<file path="config.mk">
export PLATFORM = sky130hd
export DESIGN_NAME = square_wave_analyzer
export DESIGN_NICKNAME = d
export VERILOG_FILES = /design/src/rtl/sqw_pkg.sv /design/src/rtl/sqw_level_slicer.sv /design/src/rtl/square_wave_analyzer.sv
export SDC_FILE = /design/constraint.sdc
export NUM_CORES = 1
export LEC_CHECK = 0
export BUFFER_PORTS_ARGS = -buffer_cell sky130_fd_sc_hd__clkbuf_2
export CORE_UTILIZATION = 31
export DETAILED_ROUTE_END_ITERATION = 6
export GPL_TIMING_DRIVEN = 0
export PLACE_DENSITY_LB_ADDON = 0.3
export SLEW_MARGIN = 20
export SYNTH_ARGS = -nofsm -noshare
export SYNTH_HDL_FRONTEND = slang
export SYNTH_SLANG_ARGS = --single-unit
</file>
<file path="constraint.sdc">
create_clock -name clk -period 14.5 [get_ports clk]
set_clock_uncertainty 0.2 [all_clocks]
set_input_delay 1.45 -clock clk [delete_from_list [all_inputs] [get_ports clk]]
set_output_delay 1.45 -clock clk [all_outputs]
set_load 0.02 [all_outputs]
</file>
<file path="src/rtl/sqw_pkg.sv">
// Shared definitions for the square wave analyzer: nominal half-period table,
// FSM encoding and the half-period to frequency-code matcher.
package sqw_pkg;

    localparam int NUM_CODES = 8;

    // Nominal half-period in clock cycles per frequency code (generator threshold + 1)
    localparam logic [15:0] NOM_HALF_PERIOD [0:NUM_CODES-1] = '{
        16'd391, 16'd196, 16'd131, 16'd99, 16'd66, 16'd50, 16'd33, 16'd25
    };

    typedef enum logic [1:0] {
        IDLE    = 2'd0,
        MEASURE = 2'd1,
        LOCKED  = 2'd2
    } state_t;

    typedef struct packed {
        logic       hit;
        logic [2:0] code;
    } match_t;

    // Lowest code whose nominal half-period lies within tol of n
    function automatic match_t match_code(input logic [15:0] n, input logic [15:0] tol);
        match_t      m;
        logic [15:0] diff;
        m = '0;
        for (int i = NUM_CODES - 1; i >= 0; i--) begin
            diff = (n >= NOM_HALF_PERIOD[i]) ? (n - NOM_HALF_PERIOD[i])
                                             : (NOM_HALF_PERIOD[i] - n);
            if (diff <= tol) begin
                m.hit  = 1'b1;
                m.code = 3'(i);
            end
        end
        return m;
    endfunction

endpackage

</file>
<file path="src/rtl/sqw_level_slicer.sv">
// Hysteresis slicer: turns the 8-bit sampled waveform into a binary level and
// strobes edge_stb combinationally on the cycle the level is about to change.
module sqw_level_slicer #(
    parameter logic [7:0] HI_TH = 8'd192,
    parameter logic [7:0] LO_TH = 8'd64
) (
    input  logic       clk,
    input  logic       reset,
    input  logic [7:0] wave_in,
    output logic       level,
    output logic       edge_stb
);

    logic level_next;

    // Values strictly between the thresholds hold the previous level
    always_comb begin
        level_next = level;
        if (wave_in >= HI_TH)
            level_next = 1'b1;
        else if (wave_in <= LO_TH)
            level_next = 1'b0;
    end

    assign edge_stb = (level_next != level);

    always_ff @(posedge clk or posedge reset) begin
        if (reset)
            level <= 1'b0;
        else
            level <= level_next;
    end

endmodule

</file>
<file path="src/rtl/square_wave_analyzer.sv">
// Measures the half-period of a sliced square wave, decodes it back to the
// generator's frequency code and tracks lock across consecutive measurements.
module square_wave_analyzer
    import sqw_pkg::*;
#(
    parameter logic [7:0]  HI_TH      = 8'd192,
    parameter logic [7:0]  LO_TH      = 8'd64,
    parameter int          TOL        = 4,
    parameter int          LOCK_COUNT = 4,
    parameter logic [15:0] TIMEOUT    = 16'd1023
) (
    input  logic        clk,
    input  logic        reset,
    input  logic [7:0]  wave_in,
    output logic [15:0] half_period,
    output logic        meas_valid,
    output logic        code_hit,
    output logic [2:0]  freq_code,
    output logic        locked,
    output logic        timeout
);

    localparam logic [15:0] TOL_W  = 16'(TOL);
    localparam logic [3:0]  LOCK_N = 4'(LOCK_COUNT);

    logic        level;
    logic        edge_stb;
    logic [15:0] cnt;
    logic [3:0]  match_cnt;
    logic [3:0]  match_inc;
    logic [2:0]  candidate;
    state_t      state;
    match_t      m;

    sqw_level_slicer #(
        .HI_TH (HI_TH),
        .LO_TH (LO_TH)
    ) u_slicer (
        .clk      (clk),
        .reset    (reset),
        .wave_in  (wave_in),
        .level    (level),
        .edge_stb (edge_stb)
    );

    // cnt holds the cycles since the last edge, so it is the interval when the next edge lands
    assign m = match_code(cnt, TOL_W);

    always_comb begin
        match_inc = 4'd1;
        if (m.code == candidate)
            match_inc = (match_cnt == 4'hF) ? 4'hF : match_cnt + 4'd1;
    end

    always_ff @(posedge clk or posedge reset) begin
        if (reset) begin
            cnt         <= '0;
            match_cnt   <= '0;
            candidate   <= '0;
            state       <= IDLE;
            half_period <= '0;
            meas_valid  <= 1'b0;
            code_hit    <= 1'b0;
            freq_code   <= '0;
            locked      <= 1'b0;
            timeout     <= 1'b0;
        end else begin
            meas_valid <= 1'b0;
            code_hit   <= 1'b0;

            if (edge_stb)
                cnt <= 16'd1;
            else if (cnt < TIMEOUT)
                cnt <= cnt + 16'd1;

            case (state)
                IDLE: begin
                    // Reference edge only; the interval ending here is unknown
                    if (edge_stb) begin
                        timeout <= 1'b0;
                        state   <= MEASURE;
                    end
                end

                MEASURE: begin
                    if (edge_stb) begin
                        meas_valid  <= 1'b1;
                        half_period <= cnt;
                        code_hit    <= m.hit;
                        if (m.hit) begin
                            candidate <= m.code;
                            match_cnt <= match_inc;
                            if (match_inc >= LOCK_N) begin
                                locked    <= 1'b1;
                                freq_code <= m.code;
                                state     <= LOCKED;
                            end
                        end else begin
                            match_cnt <= '0;
                        end
                    end else if (cnt >= TIMEOUT) begin
                        timeout   <= 1'b1;
                        locked    <= 1'b0;
                        match_cnt <= '0;
                        state     <= IDLE;
                    end
                end

                LOCKED: begin
                    if (edge_stb) begin
                        meas_valid  <= 1'b1;
                        half_period <= cnt;
                        code_hit    <= m.hit;
                        if (!(m.hit && m.code == candidate)) begin
                            // freq_code keeps the last locked value while re-acquiring
                            locked <= 1'b0;
                            state  <= MEASURE;
                            if (m.hit) begin
                                candidate <= m.code;
                                match_cnt <= 4'd1;
                            end else begin
                                match_cnt <= '0;
                            end
                        end
                    end else if (cnt >= TIMEOUT) begin
                        timeout   <= 1'b1;
                        locked    <= 1'b0;
                        match_cnt <= '0;
                        state     <= IDLE;
                    end
                end

                default: state <= IDLE;
            endcase
        end
    end

endmodule

</file>
==> impl_results.md <==
- Post-CTS Hold Buffers: 0
- Core area: 20200 um2
- DRT Wirelength: 29100 um
- Synth area leaders: dfrtp_1 (19%), ha_1 (5.5%), a21oi_1 (4.4%)
- H-tree depth: 2
- Worst setup path class: reg2reg
- Clock-pin transition on the worst setup and hold timing paths: 0.07 ns
- DR vias/cell: 6.52
- First-pass GRT wire length: 44100 um
- Root buffer selected by CTS: clkbuf_16
- Per-cell routed wire length: 25.2 um
- Layer with the highest usage: met2
- Avg Inst Size Synth: 7.58 um2
- Met2 Usage GRT: 0.409
- Synthesized Nets: 885
- Yosys reg bits: 49
- Synth top area share: 0.191
- Final instance area: 7130 um2
- RSZ-0062 raised after global routing: no
- Int Pwr: 495 uW
- Io pins: 33
- Kind of cell adding the most delay to the critical path: simple AND/OR/NAND/NOR gates
- Max FO, Critical Path: 11
- Sequential share of power: 0.179
- Antenna viol nets, final: 0
- Die width: 146 um
- Synth Cell Area: 6420 um2
- Die Area: 21300 um2
- Met1 Track Usage GR: 0.353
- Slowest stage cell, crit path: nor3b_1
- Slowest cell delay on critical path: 0.70 ns
- Final Wtd Congestion: 1.03
- Comb power frac: 0.691
- Fin crit share: 0.419
- Post_cts resized: 0
- FMAX: 164 MHz
- Fillers: 2155
- Post-Synthesis Cells: 847
- # DRC: 0
- Crit Reg-Reg Startpoint: cnt[4]
- TritonCTS clock tree: done
- Vias in the first global route: 7125
- Crit end category: flip-flop
- Worst Path Buf+Inv: 5
- Hold crit path type: reg2reg
- Sequential area share after synthesis: 0.191
- Worst path required time: 14.48 ns
- Max transition margin: 0.375
- Most used cell, CP: buf_2
- Dpl hpwl: 22000 um
- Status: complete, no violations
- CP startpoint kind: flip-flop
- Area Growth Syn to Fin: 11.0%
- Util after Layout: 0.352
- Final hold viol count: 0
- IO buf count: 32
- Drt pass-1 iters: 5
- Tmin final: 6.08 ns
- Net Sw Power: 560 uW
- CTS sink count: 49
- Cell variety after synth: 97
- Finish-stage setup viols: 0
- Die Ht: 146 um
- Post-CTS setup buffers: 0
- Clock buffer depth: 2
- N_diodes: 0
- Tot Pwr: 1060 uW
- Leakage: 0.00295 uW
- Layout net count: 926
- CTS Buf Count: 5
- Crit path DAT: 6.07 ns
- DR iter-0 viols: 952
- Routed via count: 7554
- Asr flop ratio synth: 1.00
- Largest area contributor in the netlist: dfrtp_1
- Slew @ Worst Pin: 0.930 ns
- Worst-Skew Late Latency: 0.30 ns
- Most instantiated library cell after synthesis: nand2_1
- Maxcap violations: 0
- Setup TNS after final layout: 0 ns
- GRT met3 Usage: 0.0712
- Slew Limit Fails: 0
- Hold path start: half_period[4]
- Crit-path cells: buf_2, buf_2, inv_1, buf_2, ha_1, clkbuf_1, nand2b_1, o2111ai_1, a211oi_1, nor3b_1, o211ai_1, or4b_1, a211o_1, nand4_1, nand3b_4, nor4_2, nand3_1, mux2_1
- Power per cell area: 148 nW/um2
- Share of layout cells above drive strength 1: 0.125
- Initial antenna violation count: 0
- Cell row count: 52
- Sw frac: 0.531
- Max VDD drop: 0.0000755 V
- Largest net degree at the start of global routing: 34
- Grt total ovfl: 0
- Top FF cell, synth: dfrtp_1
- Hold slack: 0.288 ns
- Placed cell area: 6960 um2
- Gr usage total: 0.273
- Synth top cells by count: nand2_1 (73), nor2_1 (61), a21oi_1 (57)
- Warnings, synthesis: 0
- Origin of the worst setup path: cnt[4]
- Initial Util: 0.317
- Number of synthesized flops with an enable pin: 0
- Proportion of power drawn by the clock network: 0.131
-- area by class of cell --
type | count | area [um2] | share of cell area
clock inverter | 3 | 43.8 | 0.00615
multi-input combinational | 710 | 4830 | 0.678
buffer | 60 | 270 | 0.0379
clock buffer | 5 | 125 | 0.0176
timing repair buffer | 34 | 188 | 0.0263
sequential | 49 | 1230 | 0.172
tap | 270 | 338 | 0.0474
inverter | 28 | 105 | 0.0147
-- state kept, by name, summed over array words and instances, names as in the netlist --
name / flops
timeout: 1
half_period: 16
candidate: 3
locked: 1
cnt: 16
match_cnt: 4
u_slicer.level: 1
state: 2
meas_valid: 1
freq_code: 3
code_hit: 1
-- per-layer routing --
layer  up-vias  part of all wire
met4         0             0.058
met1      3643              0.41
li1       3326                 -
met5         -                 0
met3       110              0.10
met2       475              0.43
-- kinds of logic after synthesis --
logic type / share of synthesized area
adder cells (fa/ha/maj): 0.0562
AO/OA/AOI/OAI: 0.320
buffers and inverters: 0.0585
XOR/XNOR: 0.0355
AND/OR/NAND/NOR: 0.301
multiplexers: 0.0378
flip-flops: 0.191
-- cells in the final DEF, fill, tap and decap left out, types with 26 or more instances in the layout --
| cell type | netlist | layout |
|---|---|---|
| nor3_1 | 26 | 26 |
| nand2_1 | 73 | 73 |
| a21oi_1 | 57 | 57 |
| dfrtp_1 | 49 | 49 |
| nor2_1 | 61 | 61 |
| clkbuf_2 | 0 | 32 |
| nand3_1 | 26 | 26 |
| clkbuf_1 | 37 | 37 |
| o21ai_0 | 54 | 54 |
| ha_1 | 28 | 28 |
-- worst reg2reg max path, delay by kind of cell, from the launching register on --
kind	cells	cell delay, ns
AND/OR/NAND/NOR	7	2.41
adder cells (fa/ha/maj)	1	0.22
multiplexers	1	0.38
buffers and inverters	5	1.37
flip-flops	1	0.49
AO/OA/AOI/OAI	4	0.91
-- stage by stage --
step,worst slack [ns],cells
6_report,8.42,1159
3_3_place_gp,8.26,1149
4_1_cts,8.65,1159
3_5_place_dp,8.66,1151
5_1_grt,8.19,1159
2_1_floorplan,9.89,847
-- power groups by stage --
stage / clock network, uW / logic [uW] / registers [uW]
floorplan: 0 / 486 / 196
global placement: 0 / 699 / 190
detailed placement: 0 / 696 / 190
CTS: 141 / 700 / 188
global route: 144 / 780 / 193
finish: 138 / 729 / 189
-- final timing paths --
path                                  endpoint  slack (ns)  cells after the start
min in group asynchronous       u_slicer.level        0.91                      2
worst min-delay path            half_period[4]        0.29                      2
worst max-delay path              freq_code[2]        8.42                     18
worst min register to register  half_period[4]        0.29                      2
max in group asynchronous               cnt[4]       12.68                      3
worst max register to register    freq_code[2]        8.42                     18
No activity file was read; power rests on OpenSTA's default activity.
